[src/rtl/sum_seq.sv]
// Multi-cycle adder/subtractor: sums WIDTH-bit operands CHUNK bits per clock, LSB slice first.
// Registered result, carry-out and signed overflow; start/busy/done handshake.
//
// state | meaning
// IDLE  | waiting for start
// RUN   | summing one CHUNK slice per clock
// DONE  | results updated, done pulse; start here re-enters RUN directly
module sum_seq #(
    parameter int WIDTH = 16,
    parameter int CHUNK = 4
) (
    input  logic             clk,
    input  logic             reset,
    input  logic             start,
    input  logic             sub,
    input  logic [WIDTH-1:0] a,
    input  logic [WIDTH-1:0] b,
    output logic             busy,
    output logic             done,
    output logic [WIDTH-1:0] s,
    output logic             cout,
    output logic             ovf
);
    localparam int NSLICE = WIDTH / CHUNK;
    localparam int CW = (NSLICE > 1) ? $clog2(NSLICE) : 1;
    localparam logic [CW-1:0] LAST = CW'(NSLICE - 1);

    typedef enum logic [1:0] {IDLE, RUN, DONE} state_t;

    state_t           state_q, state_d;
    logic [WIDTH-1:0] opa_q, opa_d;
    logic [WIDTH-1:0] opb_q, opb_d;
    logic [WIDTH-1:0] acc_q, acc_d;
    logic [CW-1:0]    cnt_q, cnt_d;
    logic             carry_q, carry_d;
    logic [WIDTH-1:0] s_q, s_d;
    logic             cout_q, cout_d;
    logic             ovf_q, ovf_d;

    logic [CHUNK:0]         slice;
    logic                   c_msb;
    logic [WIDTH+CHUNK-1:0] acc_wide;
    logic [WIDTH+CHUNK-1:0] opa_wide;
    logic [WIDTH+CHUNK-1:0] opb_wide;

    always_comb begin
        state_d = state_q;
        opa_d   = opa_q;
        opb_d   = opb_q;
        acc_d   = acc_q;
        cnt_d   = cnt_q;
        carry_d = carry_q;
        s_d     = s_q;
        cout_d  = cout_q;
        ovf_d   = ovf_q;

        slice    = {1'b0, opa_q[CHUNK-1:0]} + {1'b0, opb_q[CHUNK-1:0]}
                 + {{CHUNK{1'b0}}, carry_q};
        // Carry into the slice MSB recovered from the sum bit; on the final slice this is the carry into bit WIDTH-1.
        c_msb    = slice[CHUNK-1] ^ opa_q[CHUNK-1] ^ opb_q[CHUNK-1];
        acc_wide = {slice[CHUNK-1:0], acc_q};
        opa_wide = {{CHUNK{1'b0}}, opa_q};
        opb_wide = {{CHUNK{1'b0}}, opb_q};

        case (state_q)
            IDLE: begin
                if (start) state_d = RUN;
            end
            RUN: begin
                opa_d   = opa_wide[WIDTH+CHUNK-1:CHUNK];
                opb_d   = opb_wide[WIDTH+CHUNK-1:CHUNK];
                acc_d   = acc_wide[WIDTH+CHUNK-1:CHUNK];
                carry_d = slice[CHUNK];
                cnt_d   = cnt_q + CW'(1);
                if (cnt_q == LAST) begin
                    s_d     = acc_wide[WIDTH+CHUNK-1:CHUNK];
                    cout_d  = slice[CHUNK];
                    ovf_d   = c_msb ^ slice[CHUNK];
                    state_d = DONE;
                end
            end
            DONE: begin
                state_d = start ? RUN : IDLE;
            end
            default: state_d = IDLE;
        endcase

        if (state_q != RUN && start) begin
            opa_d   = a;
            opb_d   = sub ? ~b : b;
            carry_d = sub;
            cnt_d   = '0;
            acc_d   = '0;
        end
    end

    always_ff @(posedge clk) begin
        if (reset) begin
            state_q <= IDLE;
            opa_q   <= '0;
            opb_q   <= '0;
            acc_q   <= '0;
            cnt_q   <= '0;
            carry_q <= 1'b0;
            s_q     <= '0;
            cout_q  <= 1'b0;
            ovf_q   <= 1'b0;
        end else begin
            state_q <= state_d;
            opa_q   <= opa_d;
            opb_q   <= opb_d;
            acc_q   <= acc_d;
            cnt_q   <= cnt_d;
            carry_q <= carry_d;
            s_q     <= s_d;
            cout_q  <= cout_d;
            ovf_q   <= ovf_d;
        end
    end

    assign busy = (state_q == RUN);
    assign done = (state_q == DONE);
    assign s    = s_q;
    assign cout = cout_q;
    assign ovf  = ovf_q;
endmodule

[config.mk]
export PLATFORM = sky130hd
export DESIGN_NAME = sum_seq
export DESIGN_NICKNAME = d
export VERILOG_FILES = /design/src/rtl/sum_seq.sv
export SDC_FILE = /design/constraint.sdc
export NUM_CORES = 1
export LEC_CHECK = 0
export CAP_MARGIN = 25
export CORE_MARGIN = 2
export CORE_UTILIZATION = 35
export CTS_CLUSTER_SIZE = 14
export DETAILED_ROUTE_END_ITERATION = 6
export GPL_TIMING_DRIVEN = 0
export PLACE_DENSITY = 0.66
export SLEW_MARGIN = 20
export SYNTH_ARGS = -nofsm -noshare
export SYNTH_HDL_FRONTEND = slang
export SYNTH_SLANG_ARGS = --single-unit
export TNS_END_PERCENT = 10
[constraint.sdc]
create_clock -name clk -period 2.26 [get_ports clk]
set_input_delay 0.452 -clock clk [delete_from_list [all_inputs] [get_ports clk]]
set_output_delay 0.452 -clock clk [all_outputs]
set_load 0.01 [all_outputs]
==> impl_metrics.env <==
export IMPL_drtAntennaViolNets=0
export IMPL_post_cts_buffers=0
export IMPL_ir_drop_mv=0.310
export IMPL_skew_ns=0.0123
export IMPL_synth_largest_area_cell="dfxtp_1"
export IMPL_placedInstanceArea_um2=3630
export IMPL_tns_ns=0
export IMPL_synth_enable_flop_cells=0
export IMPL_setup_violations=0
export IMPL_grt_max_degree=13
export IMPL_max_cap_violations=0
export IMPL_hp_class="flip-flop to flip-flop"
export IMPL_drt_iter0_markers=69
export IMPL_p_switching_uw=712
export IMPL_grt_pass1_wl_mm=11.2
export IMPL_worst_setup_path_type="flip-flop to output port"
export IMPL_slew_viol_final=0
export IMPL_area_delta_synth_final_pct=29.4
export IMPL_num_nets_final=443
export IMPL_syn_nets=379
export IMPL_cts_sinks=67
export IMPL_switching_share_pct=26.2
export IMPL_dp_hpwl_mm=4.94
export IMPL_max_freq_mhz=487
export IMPL_power_frac_comb_pct=14.3
export IMPL_period_minus_slack_ns=2.05
export IMPL_routedWlPerCell_um=13.0
export IMPL_path_max_fanout=10
export IMPL_rows=33
export IMPL_final_util_pct=46.7
export IMPL_die_h_um=96.0
export IMPL_async_reset_ff_share_pct=0
export IMPL_tightest_slew_ns=0.652
export IMPL_numCtsBuffers=9
export IMPL_first_global_vias=2469
export IMPL_boundaryPins=56
export IMPL_ys_warn_count=0
export IMPL_coreArea_um2=8220
export IMPL_p_per_area_nw_per_um2=707
export IMPL_synthTopCellsByCount="nand2_1 (77), dfxtp_1 (67), a21oi_1 (31), nor2_1 (31)"
export IMPL_end_kind="output port"
export IMPL_vias=2462
export IMPL_synth_top_area_share_pct=45.2
export IMPL_via_per_inst=4.82
export IMPL_power_share_clock_pct=38.6
export IMPL_fillers=806
export IMPL_seqPwrFrac_pct=47.1
export IMPL_clock_latency_ns=0.35
export IMPL_synthCells=337
export IMPL_rsz0062_at_grt="no"
export IMPL_syn_area_um2=2970
export IMPL_port_buffers=53
export IMPL_relSlewSlack_pct=56.5
export IMPL_antenna_found_initial=0
export IMPL_synthFlopType="dfxtp_1"
export IMPL_seq_area_frac_synth_pct=45.2
export IMPL_initial_utilization_pct=36.1
export IMPL_root_buffer="clkbuf_8"
export IMPL_cp_required_ns=1.81
export IMPL_die_area_um2=9220
export IMPL_cts_tree="built"
export IMPL_diodes=0
export IMPL_leakagePower_uw=0.00144
export IMPL_hold_buffers=0
export IMPL_grt_ovfl_total=0
export IMPL_die_x_um=96.0
export IMPL_cts_buffer_depth=2
export IMPL_final_cell_area_um2=3840
export IMPL_gr_usage_all_layers_pct=16.0
export IMPL_ys_ff_latch=67
export IMPL_path_clk_slew_ns=0.07
export IMPL_postSynthAreaPerCell_um2=8.80
export IMPL_cts_htree_levels=3
export IMPL_post_cts_resized=1
export IMPL_drive_above_1_share_pct=12.3
export IMPL_status="completed"
export IMPL_gp_congestion=0.831
export IMPL_finalHoldViolations=0
export IMPL_p_int_uw=2000
export IMPL_wl_mm=6.63
export IMPL_period_share_pct=90.8
export IMPL_synthTopCellsByArea="dfxtp_1 (45%), nand2_1 (9.7%), mux2i_1 (5.7%), xnor2_1 (5.6%), a21oi_1 (5.2%)"
export IMPL_crit_arrival_ns=1.60
export IMPL_synth_most_common_cell="nand2_1"
export IMPL_firstDrtPassIters=4
export IMPL_drcViolationCount=0
export IMPL_cp_start_kind="flip-flop"
export IMPL_ys_types=29
==> power groups by stage <==
stage | clock network [µW] | logic [µW] | registers, µW
6_report | 1050 | 389 | 1280
5_1_grt | 1120 | 432 | 1280
4_1_cts | 1070 | 391 | 1280
3_5_place_dp | 0 | 389 | 1300
3_3_place_gp | 0 | 384 | 1300
2_1_floorplan | 0 | 264 | 1290
==> layout by cell type, fill, tap and decap left out, types with 2 or more instances in the layout <==
cell type	count
nand2b_1	3
nand2_1	77
a21oi_2	11
ha_1	4
xor2_1	2
mux2i_1	17
xnor2_1	19
clkdlybuf4s50_1	52
clkbuf_8	11
inv_1	4
clkbuf_1	8
buf_6	4
dfxtp_1	67
a211oi_1	19
buf_4	4
buf_2	9
nor2_1	31
o211ai_1	12
a21o_1	3
a21oi_1	31
fa_1	2
==> kinds of logic after synthesis <==
kind of cell | after synthesis | share of synthesized area, %
AOI/OAI and AO/OA | 76 | 17.1
xor gates and xnor gates | 22 | 6.75
DFF | 67 | 45.2
and+or+nand+nor | 117 | 15.8
muxes | 17 | 5.74
adders and majority gates | 6 | 3.04
buffers and inverters | 32 | 6.33
==> registers in the layout (all words and copies together) (netlist names), 2 cells and up <==
register / flops
acc_q: 12
s: 16
cnt_q: 2
state_q: 2
opb_q: 16
opa_q: 16
==> metrics by stage <==
| stage | hold WS, ns | total power, µW | instances | worst slack, ns |
|---|---|---|---|---|
| after floorplan | 0.432 | 1560 | 337 | 0.433 |
| after global placement | 0.443 | 1690 | 495 | 0.271 |
| after detailed placement | 0.446 | 1690 | 495 | 0.219 |
| after CTS | 0.457 | 2740 | 511 | 0.179 |
| after global routing | 0.469 | 2840 | 511 | 0.0877 |
| final | 0.454 | 2710 | 511 | 0.207 |
==> final cells by class <==
type	count	area (µm²)	area share (%)
plain buffers	27	169	4.40
clock buffers	11	151	3.95
clock inverters	5	60.1	1.57
inverters	5	18.8	0.489
multi-input cells	238	1440	37.4
flip-flops and latches	67	1340	35.0
well taps	105	131	3.42
repair buffers	53	529	13.8
==> routing by layer <==
metal	vias up	share of wire [%]	GRT usage [%]	wire, µm
li1	1259	-	-	-
met1	1119	46	19.7	3030
met2	69	47	25.6	3090
met3	15	5.4	4.54	361
met4	0	2.2	7.86	144
met5	-	0	0	0
==> path summary, 6_finish.rpt <==
path	endpoint	slack (ns)	startpoint	cells after the start
hold / removal	opb_q[11]	0.45	opb_q[15]	2
hold reg to reg	opb_q[11]	0.45	opb_q[15]	2
setup / recovery	busy	0.21	state_q[1]	6
setup reg to reg	ovf	0.23	opa_q[0]	8
==> critical path: stages (launching register included) <==
cell and delay [ns]:
dfxtp_1 0.31, nand2b_1 0.14, buf_6 0.14, inv_2 0.06
buf_6 0.13, buf_4 0.19, dlygate4sd2_1 0.29
(Power assumes the default switching activity.)
